[src/rtl/sobel_pkg.sv]
// Shared types and default geometry for the Sobel window scheduler and its
// address helper.
package sobel_pkg;
  localparam int IMG_W_DEF  = 32;
  localparam int IMG_H_DEF  = 32;
  localparam int ADDR_W_DEF = 10;
  localparam int PIX_W_DEF  = 4;
  localparam int TAPS       = 9;

  typedef enum logic [2:0] {
    ST_IDLE    = 3'd0,
    ST_FETCH   = 3'd1,
    ST_DRAIN   = 3'd2,
    ST_PRESENT = 3'd3,
    ST_DONE    = 3'd4
  } state_t;
endpackage

[src/rtl/sobel_win_addr.sv]
// Maps a centre pixel (row, col) and a window tap k (0..8, row-major) to a
// frame-memory address, and flags centres lying on the frame edge.
module sobel_win_addr #(
  parameter int IMG_W  = 32,
  parameter int IMG_H  = 32,
  parameter int ADDR_W = 10,
  parameter int RW     = 5,
  parameter int CW     = 5
) (
  input  logic [RW-1:0]     row,
  input  logic [CW-1:0]     col,
  input  logic [3:0]        k,
  output logic [ADDR_W-1:0] addr,
  output logic              border
);
  logic [1:0]        dr;
  logic [1:0]        dc;
  logic [ADDR_W-1:0] r_tap;
  logic [ADDR_W-1:0] c_tap;

  always_comb begin
    dr = 2'd0;
    dc = 2'd0;
    case (k)
      4'd1: dc = 2'd1;
      4'd2: dc = 2'd2;
      4'd3: dr = 2'd1;
      4'd4: begin dr = 2'd1; dc = 2'd1; end
      4'd5: begin dr = 2'd1; dc = 2'd2; end
      4'd6: dr = 2'd2;
      4'd7: begin dr = 2'd2; dc = 2'd1; end
      4'd8: begin dr = 2'd2; dc = 2'd2; end
      default: ;
    endcase
    // Offsets are -1..+1 around the centre; border centres may wrap, but
    // no read is ever issued for them.
    r_tap  = ADDR_W'(row) + ADDR_W'(dr) - ADDR_W'(1);
    c_tap  = ADDR_W'(col) + ADDR_W'(dc) - ADDR_W'(1);
    addr   = r_tap * ADDR_W'(IMG_W) + c_tap;
    border = (row == '0) || (row == RW'(IMG_H - 1)) ||
             (col == '0) || (col == CW'(IMG_W - 1));
  end
endmodule

[src/rtl/sobel_win_sched.sv]
// Walks the frame in raster order, fetches each interior 3x3 neighbourhood
// from the grayscale memory and presents it to the Sobel datapath.
//
// state   | meaning
// IDLE    | waiting for start
// FETCH   | issuing tap k read, capturing tap k-1
// DRAIN   | capturing tap 8, no read
// PRESENT | window valid, waiting for win_ready
// DONE    | one-cycle done pulse
module sobel_win_sched
  import sobel_pkg::*;
#(
  parameter int IMG_W  = IMG_W_DEF,
  parameter int IMG_H  = IMG_H_DEF,
  parameter int ADDR_W = ADDR_W_DEF,
  parameter int PIX_W  = PIX_W_DEF
) (
  input  logic                    clk,
  input  logic                    rst,
  input  logic                    start,
  output logic                    gray_rd_en,
  output logic [ADDR_W-1:0]       gray_rd_addr,
  input  logic [PIX_W-1:0]        gray_rd_data,
  output logic                    win_valid,
  input  logic                    win_ready,
  output logic [TAPS*PIX_W-1:0]   win_data,
  output logic [ADDR_W-1:0]       win_addr,
  output logic                    win_border,
  output logic                    busy,
  output logic                    done
);
  localparam int RW = (IMG_H > 1) ? $clog2(IMG_H) : 1;
  localparam int CW = (IMG_W > 1) ? $clog2(IMG_W) : 1;

  state_t                     state;
  logic [RW-1:0]              row, nxt_row, a_row;
  logic [CW-1:0]              col, nxt_col, a_col;
  logic [3:0]                 k, a_k;
  logic [TAPS-1:0][PIX_W-1:0] win;
  logic                       last_col, last_pix;
  logic [ADDR_W-1:0]          tap_addr, ctr_addr;
  logic                       a_border;

  // a_row/a_col always name the pixel whose window comes next, so the
  // registered read address and border flag are ready on the same edge.
  always_comb begin
    last_col = (col == CW'(IMG_W - 1));
    last_pix = last_col && (row == RW'(IMG_H - 1));
    nxt_col  = last_col ? '0 : col + CW'(1);
    nxt_row  = last_col ? row + RW'(1) : row;
    a_row    = row;
    a_col    = col;
    a_k      = 4'd0;
    case (state)
      ST_IDLE:    begin a_row = '0; a_col = '0; end
      ST_FETCH:   a_k = k + 4'd1;
      ST_PRESENT: begin a_row = nxt_row; a_col = nxt_col; end
      default: ;
    endcase
    ctr_addr = ADDR_W'(a_row) * ADDR_W'(IMG_W) + ADDR_W'(a_col);
  end

  sobel_win_addr #(
    .IMG_W (IMG_W),
    .IMG_H (IMG_H),
    .ADDR_W(ADDR_W),
    .RW    (RW),
    .CW    (CW)
  ) u_addr (
    .row   (a_row),
    .col   (a_col),
    .k     (a_k),
    .addr  (tap_addr),
    .border(a_border)
  );

  assign win_data = win;

  always_ff @(posedge clk or negedge rst) begin
    if (!rst) begin
      state        <= ST_IDLE;
      row          <= '0;
      col          <= '0;
      k            <= '0;
      win          <= '0;
      gray_rd_en   <= 1'b0;
      gray_rd_addr <= '0;
      win_valid    <= 1'b0;
      win_addr     <= '0;
      win_border   <= 1'b0;
      busy         <= 1'b0;
      done         <= 1'b0;
    end else begin
      done <= 1'b0;
      case (state)
        ST_IDLE: begin
          if (start) begin
            row  <= '0;
            col  <= '0;
            k    <= '0;
            busy <= 1'b1;
            if (a_border) begin
              state      <= ST_PRESENT;
              win_valid  <= 1'b1;
              win_border <= 1'b1;
              win_addr   <= ctr_addr;
              win        <= '0;
            end else begin
              state        <= ST_FETCH;
              gray_rd_en   <= 1'b1;
              gray_rd_addr <= tap_addr;
            end
          end
        end
        ST_FETCH: begin
          if (k != 4'd0) win[k - 4'd1] <= gray_rd_data;
          if (k == 4'd8) begin
            state      <= ST_DRAIN;
            gray_rd_en <= 1'b0;
          end else begin
            k            <= k + 4'd1;
            gray_rd_addr <= tap_addr;
          end
        end
        ST_DRAIN: begin
          win[8]     <= gray_rd_data;
          state      <= ST_PRESENT;
          win_valid  <= 1'b1;
          win_border <= 1'b0;
          win_addr   <= ctr_addr;
        end
        ST_PRESENT: begin
          if (win_ready) begin
            row <= nxt_row;
            col <= nxt_col;
            if (last_pix) begin
              state      <= ST_DONE;
              win_valid  <= 1'b0;
              win_border <= 1'b0;
              done       <= 1'b1;
            end else if (a_border) begin
              win_addr   <= ctr_addr;
              win_border <= 1'b1;
              win        <= '0;
            end else begin
              state        <= ST_FETCH;
              win_valid    <= 1'b0;
              win_border   <= 1'b0;
              k            <= '0;
              gray_rd_en   <= 1'b1;
              gray_rd_addr <= tap_addr;
            end
          end
        end
        ST_DONE: begin
          state <= ST_IDLE;
          busy  <= 1'b0;
        end
        default: state <= ST_IDLE;
      endcase
    end
  end
endmodule

[config.mk]
export PLATFORM = sky130hd
export DESIGN_NAME = sobel_win_sched
export DESIGN_NICKNAME = d
export VERILOG_FILES = /design/src/rtl/sobel_pkg.sv /design/src/rtl/sobel_win_addr.sv /design/src/rtl/sobel_win_sched.sv
export SDC_FILE = /design/constraint.sdc
export NUM_CORES = 1
export LEC_CHECK = 0
export CORE_MARGIN = 2
export CORE_UTILIZATION = 26
export DETAILED_ROUTE_END_ITERATION = 10
export SLEW_MARGIN = 20
export SYNTH_ARGS = -nofsm -noshare
export SYNTH_HDL_FRONTEND = slang
export SYNTH_SLANG_ARGS = --single-unit
[constraint.sdc]
create_clock -name clk -period 5.07 [get_ports clk]
set_input_delay 1.014 -clock clk [delete_from_list [all_inputs] [get_ports clk]]
set_output_delay 1.014 -clock clk [all_outputs]
set_load 0.005 [all_outputs]
# After elaboration in Yosys (flattened, before gate mapping)
# Index checks and enable logic that the tools add are counted.
[op_classes]
addsub = 10
n_lt_le_gt_ge = 2
eq_ne = 26
n_mux = 67
reduce_logical = 29
[op_table]
columns = ["op", "count"]
rows = [
  ["two-way mux 36 bit", 5],
  ["one-hot mux 32 bit (3 select lines)", 1],
  ["two-way mux 10 bit", 9],
  ["one-hot mux 10 bit (3 select lines)", 2],
  ["one-hot mux 5 bit (2 select lines)", 4],
  ["bitwise mux 36 bit", 1],
  ["two-way mux 4 bit", 7],
  ["two-way mux 5 bit", 5],
  ["AND reduction 5 bit", 5],
  ["== test 5 bit, second input constant", 4],
  ["two-way mux 1 bit", 17],
  ["demux 4 bit (select 4 bit)", 1],
  ["== test 4 x 3 -> 1 bit, second input constant", 4],
  ["inequality test 2 bit, second input constant", 8],
  ["one-hot mux 4 bit (4 select lines)", 1],
  ["two-way mux 3 bit", 5],
  ["one-hot mux 3 bit (4 select lines)", 1],
  ["one-hot mux 4 bit (3 select lines)", 1],
  ["AND reduction 4 bit", 3],
  ["OR reduction 3 bit", 4],
  ["adder 10 bit", 1],
  ["adder 10 x 5 -> 10 bit", 1],
  ["adder 5 x 1 -> 5 bit, second input constant", 2],
  ["logical NOT 5 bit", 2],
  ["other kinds (28)", 40],
]
[totals]
regBits = 78
inputBits = 8
elab_cells = 154

# Logic depth before layout (Yosys ltp)
# Gate-level depths: netlist of the first run.
[logic_depth]
word_depth = 12
mapped_depth = 20
ltp_nobuf = 19

# Cells and area by module
# From an unflattened synthesis of the first run, not the netlist that was laid out.
[unflattened]
hier_cells = 425
hier_area_um2 = 4466.8
[modules_own_cells]
columns = ["mod", "n_inst", "cells_per_inst", "area_per_inst_um2"]
rows = [
  ["sobel_win_sched", 1, 335, 3757.4],
  ["sobel_win_addr", 1, 90, 709.4],
]

# Worst setup path after synthesis of the first run
# Ideal clock, no wire load.
[synth_path]
path_type = "reg2reg"
from = "register col[1]"
to = "register gray_rd_addr[6]"
setup_time_ns = 0.134
arrival_ns = 4.343
required_time_ns = 4.936
slack_ns = 0.594
stages_incl_launch_ff = 21
n_path_buf = 1
synth_period_minus_slack_ns = 4.476
cell_sequence = "dfrtp_1 > ha_1 > and3_1 > ha_1 > buf_2 > nor4b_1 > o21ai_0 > nand2_1 > ha_1 > inv_1 > fa_1 > xnor2_1 > inv_1 > ha_1 > a21o_1 > a21oi_1 > a311oi_1 > a32o_1 > nand2b_1 > a2111oi_0 > o21ai_1"
[synth_between]
elab_cells_between_ends = 27
cone_classes = "add/sub: 6; eq/ne: 4; mux: 10; reduce/logical: 7"
[synth_lines]
columns = ["element", "line", "source"]
rows = [
  ["from (decl)", "sobel_win_sched.sv:37", "logic [CW-1:0] col, nxt_col, a_col;"],
  ["from (signal assigned)", "sobel_win_sched.sv:135", "col <= nxt_col;"],
  ["== test 5 bit *", "sobel_win_sched.sv:47", "last_col = (col == CW'(IMG_W - 1));"],
  ["two-way mux 5 bit *", "sobel_win_sched.sv:49", "nxt_col = last_col ? '0 : col + CW'(1);"],
  ["one-hot mux 5 bit (2 select lines) *", "sobel_win_sched.sv:54", "case (state)"],
  ["via a_col[0]", "sobel_win_sched.sv:37", ""],
  ["adder 5 x 2 -> 6 bit or logical NOT 5 bit (tied branches)", "sobel_win_addr.sv:38, sobel_win_addr.sv:41", ""],
  ["subtractor 10 x 1 -> 10 bit or logical OR 1 bit (tied branches)", "sobel_win_addr.sv:38, sobel_win_addr.sv:40", ""],
  ["adder 10 bit or logical OR 1 bit (tied branches)", "sobel_win_addr.sv:39, sobel_win_addr.sv:41", ""],
  ["two-way mux 10 bit", "sobel_win_sched.sv:102, sobel_win_sched.sv:141", ""],
  ["two-way mux 10 bit", "sobel_win_sched.sv:136", "if (last_pix) begin"],
  ["two-way mux 10 bit", "sobel_win_sched.sv:133", "if (win_ready) begin"],
  ["one-hot mux 10 bit (3 select lines) *", "sobel_win_sched.sv:95", "case (state)"],
  ["to (signal assigned)", "sobel_win_sched.sv:111", "gray_rd_addr <= tap_addr;"],
  ["to (signal assigned)", "sobel_win_sched.sv:122", "gray_rd_addr <= tap_addr;"],
  ["to (signal assigned)", "sobel_win_sched.sv:151", "gray_rd_addr <= tap_addr;"],
  ["to (decl)", "sobel_win_sched.sv:22", "output logic [ADDR_W-1:0] gray_rd_addr,"],
]
# Mark *: on every way through the listed nets, which the timed path passes. The rest lies on a longest branch. The select of a mux whose other input is x is not followed.
# A chain may end at the register's enable or synchronous reset.

# Final worst setup path of the first run
[layout_path]
from = "register col[0]"
to = "register gray_rd_addr[6]"
[layout_between]
elab_cells_between_ends = 27
cone_classes = "add/sub: 6; eq/ne: 4; mux: 10; reduce/logical: 7"
[layout_lines]
columns = ["element", "line"]
rows = [
  ["adder 5 x 1 -> 5 bit or == test 5 bit (tied branches)", "sobel_win_sched.sv:49, sobel_win_sched.sv:47"],
  ["two-way mux 5 bit", "sobel_win_sched.sv:49"],
  ["one-hot mux 5 bit (2 select lines) *", "sobel_win_sched.sv:54"],
  ["via a_col[0]", "sobel_win_sched.sv:37"],
  ["adder 5 x 2 -> 6 bit or logical NOT 5 bit (tied branches)", "sobel_win_addr.sv:38, sobel_win_addr.sv:41"],
  ["subtractor 10 x 1 -> 10 bit or logical OR 1 bit (tied branches)", "sobel_win_addr.sv:38, sobel_win_addr.sv:40"],
  ["adder 10 bit or logical OR 1 bit (tied branches)", "sobel_win_addr.sv:39, sobel_win_addr.sv:41"],
  ["two-way mux 10 bit", "sobel_win_sched.sv:102, sobel_win_sched.sv:141"],
  ["two-way mux 10 bit", "sobel_win_sched.sv:136"],
  ["two-way mux 10 bit", "sobel_win_sched.sv:133"],
  ["one-hot mux 10 bit (3 select lines) *", "sobel_win_sched.sv:95"],
]
# Marked as above.

==> reports/metrics.yaml, run 1 <==
clock_power_share: 0.162
globalRouteTotalUtil: 0.129
seqCellArea_sq_um: 1950
max_cap_viol_count: 0
drcViolationCount: 0
cp_max_fo: 10
top_signal_layer_used: "met4"
internal_power_of_the_cells_mw: 2.31
synth_enable_flop_cells: 0
slew_violations: 0
worst-endpoint-arrival_ns: 4.80
antenna_cells: 0
crit_slowest_cell: "sky130_fd_sc_hd__dfrtp_1"
die_w_um: 142
first_global_vias: 3917
clock_tree.root_cell: "sky130_fd_sc_hd__clkbuf_16"
tritoncts.num_buffers: 9
ys_top_cells_by_area: "sky130_fd_sc_hd__dfrtp_1 40%, sky130_fd_sc_hd__ha_1 6.6%, sky130_fd_sc_hd__inv_1 4.1%"
mappedNetlistArea_sq_um: 4930
switching_share: 0.440
core_area_sq_um: 18600
fp.dieArea_sq_um: 20100
fmaxAchievable_mhz: 218
met3_wirelength_um: 511
post_cts_setup_buffer_count: 0
worstHoldPathType: "flop to flop"
synth_area_leader: "sky130_fd_sc_hd__dfrtp_1"
synthDominantCellAreaShare: 0.396
fillerInstances: 1929
combPwrFrac: 0.621
clock_skew_ns: 0.0109
chipHeight_um: 142
average_instance_area_after_synthesis_sq_um: 9.38
clk_transition_reported_paths_ns: 0.06
boundaryPins: 69
routabilityCongestion: 0.802
grt_first_pass_wirelength_um: 20600
detailroute.via_count: 4054
hold_slack_ns: 0.479
detail_route.wirelength.met1_um: 5990
static-leakage-power_nw: 2.62
rows: 50
status: "completed"
worst_skew_pair.late_latency_ns: 0.34
worst_path_largest_cell_delay_ns: 0.48
ys_ff_latch: 78
hold_violations: 0
chain_of_cells_forming_the_critical_path: "ha_1 > and3_1 > ha_1 > nor4b_1 > o21ai_1 > nand2_1 > ha_1 > inv_1 > fa_2 > xnor2_2 > inv_1 > ha_1 > a21o_1 > a21oi_1 > a311oi_1 > a32o_1 > nand2b_1 > a2111oi_1 > o21ai_1"
worst-slew-pin-transition_ns: 0.749
path_common_cell: "sky130_fd_sc_hd__ha_1"
timing.critical_path.max_delay_family: "compound AO/OA/AOI/OAI gates"
detail_route.wirelength_um: 12400
power_density_over_the_cells_nw_per_um2: 667
cts_sinks: 78
final_period_minus_worst_setup_slack_ns: 4.59
drt_iter0_drc: 270
irDropWorstVdd_mv: 0.225
cts_htree_levels: 3
post_synth_inst_count: 526
critical_path.endpoint_type: "flop"
net_switching_power_of_the_design_mw: 1.82
post_cts.resized_instances: 0
routed_length_on_met2_um: 5780
critPathKind: "flop to flop"
overflow: 0
initial_core_util: 0.265
rsz0062_at_grt: "false"
power_mw: 4.12
cts-hold-fix-buffers: 0
yosys_warn_count: 0
post_drt_via_cell_ratio: 4.88
post_drt_wl_per_cell_um: 14.9
setup.worst_path.start_class: "flop"
multi_input_comb_area_sq_um: 2670
seq_power_share: 0.217
drt_pre_antenna_iters: 4
post-dp-hpwl_um: 8940
area_growth_pct: 25.3
detail-route-antenna-nets: 0
worst_ep_required_time_ns: 5.29
max-clock-path-buffers: 2
timing.max_slew.rel_slack: 0.494
ys_types: 70
worst-path-buf-inv: 2
grt_start_max_net_pins: 79
finalWorstSetupSlack_ns: 0.485
ys_seq_area_frac: 0.396
final_core_util: 0.332
tritoncts: "yes"
postSynth.asyncResetShare: 1.00
pre_cts_slack_ns: 0.367
finalSetupViolCount: 0
post-route-period-util: 0.904
port-buffer-count: 68
drive_gt1_frac: 0.0938
synthesis.nets: 563
antenna_found_initial: 0
postSynth.topFlopCell: "sky130_fd_sc_hd__dfrtp_1"
fin_setup_tns_ns: 0
finalNetCount: 629
-- logic make-up after synthesis --
family,after synthesis,synth area share
AOI/OAI and AO/OA,156,0.219
and+or+nand+nor,151,0.167
DFF,78,0.396
buffers and inverters,77,0.0657
adders and majority gates,29,0.0781
xor gates and xnor gates,19,0.0337
muxes,16,0.0403
-- per-stage QoR --
stage / instances / cell area [sq um]
floorplan: 526 / 4930
global placement: 815 / 5850
detailed placement: 815 / 5850
CTS: 831 / 6160
global route: 831 / 6180
finish: 831 / 6180
-- area by class of cell --
cell class                 instances  share of cell area
clock buffer                      10              0.0387
timing repair buffer              77               0.121
multi-input combinational        371               0.433
inverter                          55              0.0334
clock inverter                     6              0.0111
tap                              234              0.0474
sequential                        78               0.316
-- worst reg2reg max path, cell delays in order, from the launching register on --
cell and delay [ns]:
sky130_fd_sc_hd__dfrtp_1 0.48, sky130_fd_sc_hd__ha_1 0.30, sky130_fd_sc_hd__and3_1 0.20, sky130_fd_sc_hd__ha_1 0.20, sky130_fd_sc_hd__nor4b_1 0.31, sky130_fd_sc_hd__o21ai_1 0.16
sky130_fd_sc_hd__nand2_1 0.12, sky130_fd_sc_hd__ha_1 0.20, sky130_fd_sc_hd__inv_1 0.07, sky130_fd_sc_hd__fa_2 0.41, sky130_fd_sc_hd__xnor2_2 0.19, sky130_fd_sc_hd__inv_1 0.10
sky130_fd_sc_hd__ha_1 0.30, sky130_fd_sc_hd__a21o_1 0.15, sky130_fd_sc_hd__a21oi_1 0.27, sky130_fd_sc_hd__a311oi_1 0.09, sky130_fd_sc_hd__a32o_1 0.26, sky130_fd_sc_hd__nand2b_1 0.14
sky130_fd_sc_hd__a2111oi_1 0.39, sky130_fd_sc_hd__o21ai_1 0.11
-- cell usage after synthesis (3+ instances only) --
cell                        n
sky130_fd_sc_hd__a21o_1     8
sky130_fd_sc_hd__a21oi_1   32
sky130_fd_sc_hd__a22o_1     8
sky130_fd_sc_hd__a31oi_1    7
sky130_fd_sc_hd__a32o_1     4
sky130_fd_sc_hd__and2_1     4
sky130_fd_sc_hd__and3_1     4
sky130_fd_sc_hd__buf_2      7
sky130_fd_sc_hd__buf_4      3
sky130_fd_sc_hd__clkbuf_1   9
sky130_fd_sc_hd__dfrtp_1   78
sky130_fd_sc_hd__fa_1       3
sky130_fd_sc_hd__ha_1      26
sky130_fd_sc_hd__inv_1     54
sky130_fd_sc_hd__mux2_2     3
sky130_fd_sc_hd__mux2_4     7
sky130_fd_sc_hd__mux2i_1    6
sky130_fd_sc_hd__nand2_1   52
sky130_fd_sc_hd__nand2b_1  12
sky130_fd_sc_hd__nand3_1   10
sky130_fd_sc_hd__nand4_1    4
sky130_fd_sc_hd__nor2_1    24
sky130_fd_sc_hd__nor2b_1   12
sky130_fd_sc_hd__nor3_1     4
sky130_fd_sc_hd__nor4b_1    5
sky130_fd_sc_hd__o21ai_0   24
sky130_fd_sc_hd__o21ai_1    8
sky130_fd_sc_hd__o22ai_1   32
sky130_fd_sc_hd__or3_1      5
sky130_fd_sc_hd__xnor2_1   14
sky130_fd_sc_hd__xor2_1     5
-- cell usage in the layout (no fill, tap or decap), drive strengths merged, types with 6 or more instances in the layout --
| master | instances |
|---|---|
| clkdlybuf4s50 | 67 |
| nand2 | 52 |
| clkbuf | 10 |
| nor2b | 12 |
| mux2i | 6 |
| dfrtp | 78 |
| a22o | 8 |
| nand3 | 10 |
| nand2b | 12 |
| mux2 | 10 |
| buf | 10 |
| a21oi | 34 |
| nor2 | 24 |
| a31oi | 7 |
| o21ai | 32 |
| o22ai | 32 |
| inv | 56 |
| xnor2 | 14 |
| ha | 26 |
| a21o | 8 |
-- sequential cells by signal (all words and copies together) (netlist names) --
register	flops
busy	1
col	5
done	1
gray_rd_addr	10
gray_rd_en	1
k	4
row	5
state	3
win_addr	10
win_border	1
win_data	36
win_valid	1
-- final timing paths --
check | from | to | slack, ns | cells past startpoint
worst max-delay path | col[0]$_DFFE_PN0P_ | gray_rd_addr[6]$_DFFE_PN0P_ | 0.48 | 19
worst min-delay path | gray_rd_addr[9]$_DFFE_PN0P_ | gray_rd_addr[9]$_DFFE_PN0P_ | 0.48 | 2
worst max register to register | col[0]$_DFFE_PN0P_ | gray_rd_addr[6]$_DFFE_PN0P_ | 0.48 | 19
worst min register to register | gray_rd_addr[9]$_DFFE_PN0P_ | gray_rd_addr[9]$_DFFE_PN0P_ | 0.48 | 2
max in group asynchronous | rst | row[1]$_DFFE_PN0P_ | 3.85 | 1
min in group asynchronous | rst | win_data[0]$_DFFE_PN0P_ | 0.69 | 1
-- power groups by stage --
stage          sequential, mW  clock, mW  combinational (mW)
6_report                0.895      0.666                2.56
5_1_grt                 0.919      0.714                2.88
4_1_cts                 0.897      0.686                2.58
3_5_place_dp            0.906          0                2.56
3_3_place_gp            0.905          0                2.55
2_1_floorplan           0.857          0                1.94
-- metal layers --
metal | track usage | up-vias
li1 | - | 2016
met1 | 0.175 | 1949
met2 | 0.207 | 80
met3 | 0.0246 | 9
met4 | 0.0447 | 0
met5 | 0 | -
No activity file was read; power rests on OpenSTA's default activity.
==> run 2, diff against run 1 <==
--- a/config.mk
+++ b/config.mk
@@ -7,6 +7,7 @@
 export LEC_CHECK = 0
 export CORE_MARGIN = 2
-export CORE_UTILIZATION = 26
+export CORE_UTILIZATION = 56
 export DETAILED_ROUTE_END_ITERATION = 10
+export PLACE_DENSITY = 0.81
 export SLEW_MARGIN = 20
 export SYNTH_ARGS = -nofsm -noshare
==> constraint.sdc (replaced) <==
create_clock -name clk -period 5.07 [get_ports clk]
set_input_delay 0.507 -clock clk [delete_from_list [all_inputs] [get_ports clk]]
set_output_delay 0.507 -clock clk [all_outputs]
set_load 0.005 [all_outputs]
==> reports/metrics.yaml, run 2 (same netlist as run 1, synthesis figures left out) <==
antenna_cells: 0  # unchanged
chipHeight_um: 97.9  # -31%
first_global_vias: 4185  # +6.8%
finalSetupViolCount: 0  # unchanged
post_drt_via_cell_ratio: 5.95  # +22%
grt_first_pass_wirelength_um: 19900  # -3.3%
worst_skew_pair.late_latency_ns: 0.36  # +0.02 ns
cp_max_fo: 10  # unchanged
layout.cells.most_common_list: "78 x sky130_fd_sc_hd__dfrtp_1, 67 x sky130_fd_sc_hd__clkdlybuf4s50_1, 54 x sky130_fd_sc_hd__inv_1, 52 x sky130_fd_sc_hd__nand2_1, 32 x sky130_fd_sc_hd__o22ai_1"
worstHoldPathType: "input pin to asynchronous set/reset pin"
area_growth_pct: 19.7
globalRouteTotalUtil: 0.251  # +0.122
setup.worst_path.start_class: "flop"
antenna_found_initial: 0  # unchanged
cts_htree_levels: 3  # unchanged
drt_pre_antenna_iters: 5  # +1
drive_gt1_frac: 0.0874  # -0.00641
post_drt_wl_per_cell_um: 16.4  # +9.9%
path_common_cell: "sky130_fd_sc_hd__ha_1"
drt_iter0_drc: 226  # -16%
hold_violations: 0  # unchanged
core_area_sq_um: 8640  # -54%
post-dp-hpwl_um: 8330  # -6.8%
cts_sinks: 78  # unchanged
worst-slew-pin-transition_ns: 0.767  # +0.0175 ns
finalNetCount: 627  # -0.32%
fillerInstances: 673  # -65%
clk_transition_reported_paths_ns: 0.09  # +0.03 ns
rows: 34  # -32%
max_cap_viol_count: 0  # unchanged
chain_of_cells_forming_the_critical_path: "ha_1 > and3_1 > ha_1 > nor4b_1 > o21ai_0 > nand2_1 > ha_1 > inv_1 > fa_2 > xnor2_2 > inv_1 > ha_1 > a21o_1 > a21oi_1 > a311oi_1 > a32o_1 > nand2b_1 > a2111oi_0 > o21ai_1"
power_density_over_the_cells_nw_per_um2: 664  # -0.54%
grt_start_max_net_pins: 79  # unchanged
finish.cell_count_without_fillers: 703  # -15%
detail_route.wirelength_um: 11500  # -7.1%
critPathKind: "flop to flop"
origin_of_the_critical_flop_to_flop_path: "col[0]$_DFFE_PN0P_"
drcViolationCount: 0  # unchanged
tritoncts: "yes"
clock_tree.root_cell: "sky130_fd_sc_hd__clkbuf_8"
boundaryPins: 69  # unchanged
worst_path_largest_cell_delay_ns: 0.50  # +0.02 ns
placedInstanceArea_sq_um: 5670  # -3.1%
die_w_um: 97.9  # -31%
critical_path.endpoint_type: "flop"
crit_slowest_cell: "sky130_fd_sc_hd__dfrtp_1"
detail-route-antenna-nets: 0  # unchanged
worst_ep_required_time_ns: 5.31  # +0.02 ns
fin_setup_tns_ns: 0  # unchanged
post-route-period-util: 0.943  # +0.0384
fp.dieArea_sq_um: 9570  # -52%
clock_skew_ns: 0.0105  # -0.000422 ns
post_cts_setup_buffer_count: 0  # unchanged
fmaxAchievable_mhz: 209  # -4.1%
status: "completed"
port-buffer-count: 68  # unchanged
fin_area_sq_um: 5900  # -4.5%
irDropWorstVdd_mv: 0.539  # +140%
initial_core_util: 0.571  # +0.307
final_period_minus_worst_setup_slack_ns: 4.78  # +0.195 ns
most_common_cell_after_layout_fill_and_taps_aside: "sky130_fd_sc_hd__dfrtp_1"
dpl.cell_count: 686  # -16%
worst-endpoint-arrival_ns: 5.02  # +0.22 ns
overflow: 0  # unchanged
slew_violations: 0  # unchanged
final_core_util: 0.684  # +0.352
timing.max_slew.rel_slack: 0.482  # -0.0118
largest_register_ff_count: 36  # unchanged
critical_path.startpoint: "col[0]$_DFFE_PN0P_"
tritoncts.num_buffers: 9  # unchanged
rsz0062_at_grt: "false"
power_mw: 3.92  # -5.0%
static-leakage-power_nw: 2.55  # -2.5%
routabilityCongestion: 0.842  # +5.0%
detailroute.via_count: 4183  # +3.2%
max-clock-path-buffers: 2  # unchanged
## run 2: cell count changes in the layout (fill, tap and decap cells not counted), moves of 2 or more
cell / change
sky130_fd_sc_hd__buf_4: -2
sky130_fd_sc_hd__clkinvlp_4: +2
sky130_fd_sc_hd__clkbuf_8: +8
sky130_fd_sc_hd__clkbuf_16: -9
## run 2: critical path: cells and delay by family (launching register included)
| kind | cells | cell delay, ns |
|---|---|---|
| compound gates | 7 | 1.56 |
| fa+ha+maj | 5 | 1.43 |
| simple gates | 4 | 0.81 |
| flops | 1 | 0.50 |
| xor+xnor | 1 | 0.20 |
| buf+inv | 2 | 0.17 |
## run 2: final timing paths
check	end	slack [ns]	depth (start not counted)
max	gray_rd_addr[6]$_DFFE_PN0P_	0.29	19
min	win_data[18]$_DFFE_PN0P_	0.10	1
max reg2reg	gray_rd_addr[6]$_DFFE_PN0P_	0.29	19
max in group asynchronous	win_addr[1]$_DFFE_PN0P_	4.37	2
min in group clk	gray_rd_addr[7]$_DFFE_PN0P_	0.49	2
min reg2reg	gray_rd_addr[7]$_DFFE_PN0P_	0.49	2
## run 2: repair_timing
item,CTS,global route
resized for setup,0,3
hold buffers,0,0
endpoints found under the setup margin,0,2
## run 2: power breakdown
part | internal (mW) | total, mW | leakage [nW] | switching [mW]
combinational | 1.13 | 2.54 | 1.43 | 1.41
sequential | 0.761 | 0.893 | 1.03 | 0.132
clock | 0.231 | 0.484 | 0.0895 | 0.253
## run 2: per-stage QoR
step / worst slack, ns / hold slack [ns]
floorplan: 0.594 / 0.211
global placement: 0.523 / 0.469
detailed placement: 0.244 / 0.479
CTS: 0.201 / 0.342
global route: 0.0634 / 0.143
finish: 0.290 / 0.104
## run 2: final cells by class
class	count	area, sq um	area share
Clock buffer	10	128	0.0216
Clock inverter	6	70.1	0.0119
Inverter	55	206	0.0350
Multi-Input combinational cell	371	2670	0.452
Sequential cell	78	1950	0.331
Tap cell	108	135	0.0229
Timing Repair Buffer	75	743	0.126
## run 2: metal layers
layer | share of wire | routed length, um | global-route usage
met4 | 0.022 | 251 | 0.0951
met3 | 0.038 | 444 | 0.0336
met2 | 0.49 | 5700 | 0.429
met1 | 0.45 | 5160 | 0.326
met5 | 0 | 0 | 0
==> run 3, diff against run 2 <==
CORE_UTILIZATION = 54   (was 56)
PLACE_DENSITY = 0.8   (was 0.81)
SYNTH_HIERARCHICAL = 1   (was unset)
==> reports/metrics.yaml, run 3 <==
status: "completed"
worst-endpoint-arrival_ns: 4.90  # -0.12 ns
antenna_found_initial: 0  # unchanged
post_drt_via_cell_ratio: 5.78  # -2.9%
worst_ep_required_time_ns: 5.31  # about the same
rsz0062_at_grt: "false"
max_cap_viol_count: 0  # unchanged
setup.worst_path.start_class: "flop"
post_synth_inst_count: 425  # -19%
postSynth.asyncResetShare: 1.00  # unchanged
drive_gt1_frac: 0.106  # +0.0188
max-clock-path-buffers: 2  # unchanged
worst_path_largest_cell_delay_ns: 0.49  # about the same
initial_core_util: 0.549  # -0.0220
hold_violations: 0  # unchanged
worstHoldPathType: "input pin to asynchronous set/reset pin"
r2r_cells: 19  # unchanged
pre_cts_slack_ns: 0.411  # +0.167 ns
port-buffer-count: 68  # unchanged
fp.dieArea_sq_um: 9020  # -5.8%
dpl.cell_count: 588  # -14%
fin_area_sq_um: 5470  # -7.4%
clock_tree.root_cell: "sky130_fd_sc_hd__clkbuf_8"
fin_setup_tns_ns: 0  # unchanged
ys_ff_latch: 78  # unchanged
rows: 33  # -2.9%
post-dp-hpwl_um: 7550  # -9.3%
cp_max_fo: 16  # +6
chipHeight_um: 95.0  # -3.0%
cts_htree_levels: 3  # unchanged
finalWorstSetupSlack_ns: 0.413  # +0.123 ns
crit_slowest_cell: "sky130_fd_sc_hd__fa_1"
globalRouteTotalUtil: 0.247  # -0.00400
cts_sinks: 78  # unchanged
die_w_um: 95.0  # -3.0%
finalNetCount: 533  # -15%
detail_route.wirelength_um: 10400  # -10%
timing.critical_path.max_delay_family: "adder cells"
timing.max_slew.rel_slack: 0.361  # -0.121
clock_skew_ns: 0.0149  # +0.00436 ns
first_global_vias: 3539  # -15%
detailroute.via_count: 3490  # -17%
chain_of_cells_forming_the_critical_path: "ha_1 > and3_1 > ha_1 > nor2_1 > a21oi_1 > a31oi_1 > inv_1 > fa_1 > a21oi_1 > o21bai_1 > xnor2_1 > ha_1 > inv_1 > fa_1 > inv_1 > a21o_1 > a21oi_1 > xnor3_1 > mux2_1"
core_area_sq_um: 8130  # -5.8%
clk_transition_reported_paths_ns: 0.09  # about the same
antenna_cells: 0  # unchanged
grt_start_max_net_pins: 79  # unchanged
critPathKind: "flop to flop"
boundaryPins: 69  # unchanged
cell_with_the_most_instances_after_synthesis: "sky130_fd_sc_hd__dfrtp_1"
tritoncts: "yes"
layout.cells.most_common_list: "78 x sky130_fd_sc_hd__dfrtp_1, 67 x sky130_fd_sc_hd__clkdlybuf4s50_1, 41 x sky130_fd_sc_hd__nand2_1, 31 x sky130_fd_sc_hd__inv_1, 28 x sky130_fd_sc_hd__ha_1"
ys_top_cells_by_area: "sky130_fd_sc_hd__dfrtp_1 44%, sky130_fd_sc_hd__ha_1 7.8%, sky130_fd_sc_hd__mux2_2 3.8%"
worst-path-buf-inv: 3  # +1
worst-slew-pin-transition_ns: 0.959  # +0.192 ns
drt_pre_antenna_iters: 4  # -1
hold_slack_ns: 0.295  # +0.191 ns
finish.cell_count_without_fillers: 604  # -14%
post_drt_wl_per_cell_um: 17.2  # +4.5%
final_period_minus_worst_setup_slack_ns: 4.66  # -0.123 ns
yosys_warn_count: 6  # +6
origin_of_the_critical_flop_to_flop_path: "col[0]$_DFFE_PN0P_"
critical_path.endpoint_type: "flop"
worst_skew_pair.late_latency_ns: 0.37  # about the same
r2r_setup_slack_ns: 0.41  # +0.12 ns
static-leakage-power_nw: 2.52  # -1.3%
fmaxAchievable_mhz: 215  # +2.6%
area_growth_pct: 22.4
drcViolationCount: 0  # unchanged
average_instance_area_after_synthesis_sq_um: 10.5  # +12%
ys_types: 60  # -14%
grt_first_pass_wirelength_um: 17300  # -13%
power_mw: 3.29  # -16%
most_common_cell_after_layout_fill_and_taps_aside: "sky130_fd_sc_hd__dfrtp_1"
post_synth_most_frequent_cells: "78 x sky130_fd_sc_hd__dfrtp_1, 41 x sky130_fd_sc_hd__nand2_1, 31 x sky130_fd_sc_hd__inv_1"
postSynth.topFlopCell: "sky130_fd_sc_hd__dfrtp_1"
post-route-period-util: 0.918  # -0.0243
reg2reg_to: "gray_rd_addr[9]$_DFFE_PN0P_"
tritoncts.num_buffers: 9  # unchanged
detail-route-antenna-nets: 0  # unchanged
synth_area_leader: "sky130_fd_sc_hd__dfrtp_1"
largest_register_ff_count: 36  # unchanged
placedInstanceArea_sq_um: 5250  # -7.5%
ys_seq_area_frac: 0.437  # +0.0412
mappedNetlistArea_sq_um: 4470  # -9.4%
finalSetupViolCount: 0  # unchanged
final_core_util: 0.672  # -0.0114
synthesis.nets: 464  # -18%
drt_iter0_drc: 210  # -7.1%
power_density_over_the_cells_nw_per_um2: 602  # -9.3%
routabilityCongestion: 0.895  # +6.3%
synthDominantCellAreaShare: 0.437  # +0.0412
slew_violations: 0  # unchanged
irDropWorstVdd_mv: 0.506  # -6.1%
synth_enable_flop_cells: 0  # unchanged
overflow: 0  # unchanged
-- run 3: cell count changes after synthesis, moves of 10 or more --
| cell | before | now |
|---|---|---|
| sky130_fd_sc_hd__mux2_1 | 0 | 10 |
| sky130_fd_sc_hd__a32o_1 | 4 | 14 |
| sky130_fd_sc_hd__a21oi_1 | 32 | 14 |
| sky130_fd_sc_hd__nor2_1 | 24 | 14 |
| sky130_fd_sc_hd__mux2_2 | 3 | 15 |
| sky130_fd_sc_hd__a22o_1 | 8 | 18 |
| sky130_fd_sc_hd__o22ai_1 | 32 | 0 |
| sky130_fd_sc_hd__nand2_1 | 52 | 41 |
| sky130_fd_sc_hd__inv_1 | 54 | 31 |
-- run 3: worst max path at each step --
stage,start,end,cells after the start
floorplan,state[2]$_DFFE_PN0P_,gray_rd_addr[9]$_DFFE_PN0P_,23
global placement,k[0]$_DFFE_PN0P_,gray_rd_addr[9]$_DFFE_PN0P_,22
detailed placement,k[0]$_DFFE_PN0P_,gray_rd_addr[9]$_DFFE_PN0P_,22
CTS,k[0]$_DFFE_PN0P_,gray_rd_addr[9]$_DFFE_PN0P_,22
global route,col[0]$_DFFE_PN0P_,gray_rd_addr[9]$_DFFE_PN0P_,19
finish,col[0]$_DFFE_PN0P_,gray_rd_addr[9]$_DFFE_PN0P_,19
-- run 3: power by group --
group | leakage [nW] | internal, mW | total (mW) | switching (mW)
combinational | 1.36 | 0.915 | 1.98 | 1.07
sequential | 1.04 | 0.732 | 0.804 | 0.0725
clock | 0.111 | 0.260 | 0.505 | 0.246
-- run 3: cell type report --
class	count	area, sq um
timing repair buffer	74	723
fill	609	2670
multi-input combinational	299	2330
inverter	32	120
sequential	78	1950
tap	105	131
clock inverter	5	65.1
clock buffer	11	151
-- run 3: kinds of logic (layout without fill, tap and decap cells) --
kind of cell	count (synthesis)	count (layout)	synth area share
fa+ha+maj	31	31	0.0919
compound gates	112	112	0.190
simple gates	115	115	0.139
flops	78	78	0.437
buf+inv	48	122	0.0429
mux	29	29	0.0720
xor+xnor	12	12	0.0266
-- run 3: routing by layer --
metal	track usage	share of wire
met5	0	0
met2	0.381	0.48
met1	0.350	0.47
met4	0.0773	0.014
met3	0.0527	0.034
-- run 3: what timing repair did --
action                     CTS  global route
setup buffers                0             0
gates resized for setup      0             1
hold buffers                 0             0
setup endpoints to repair    0             1
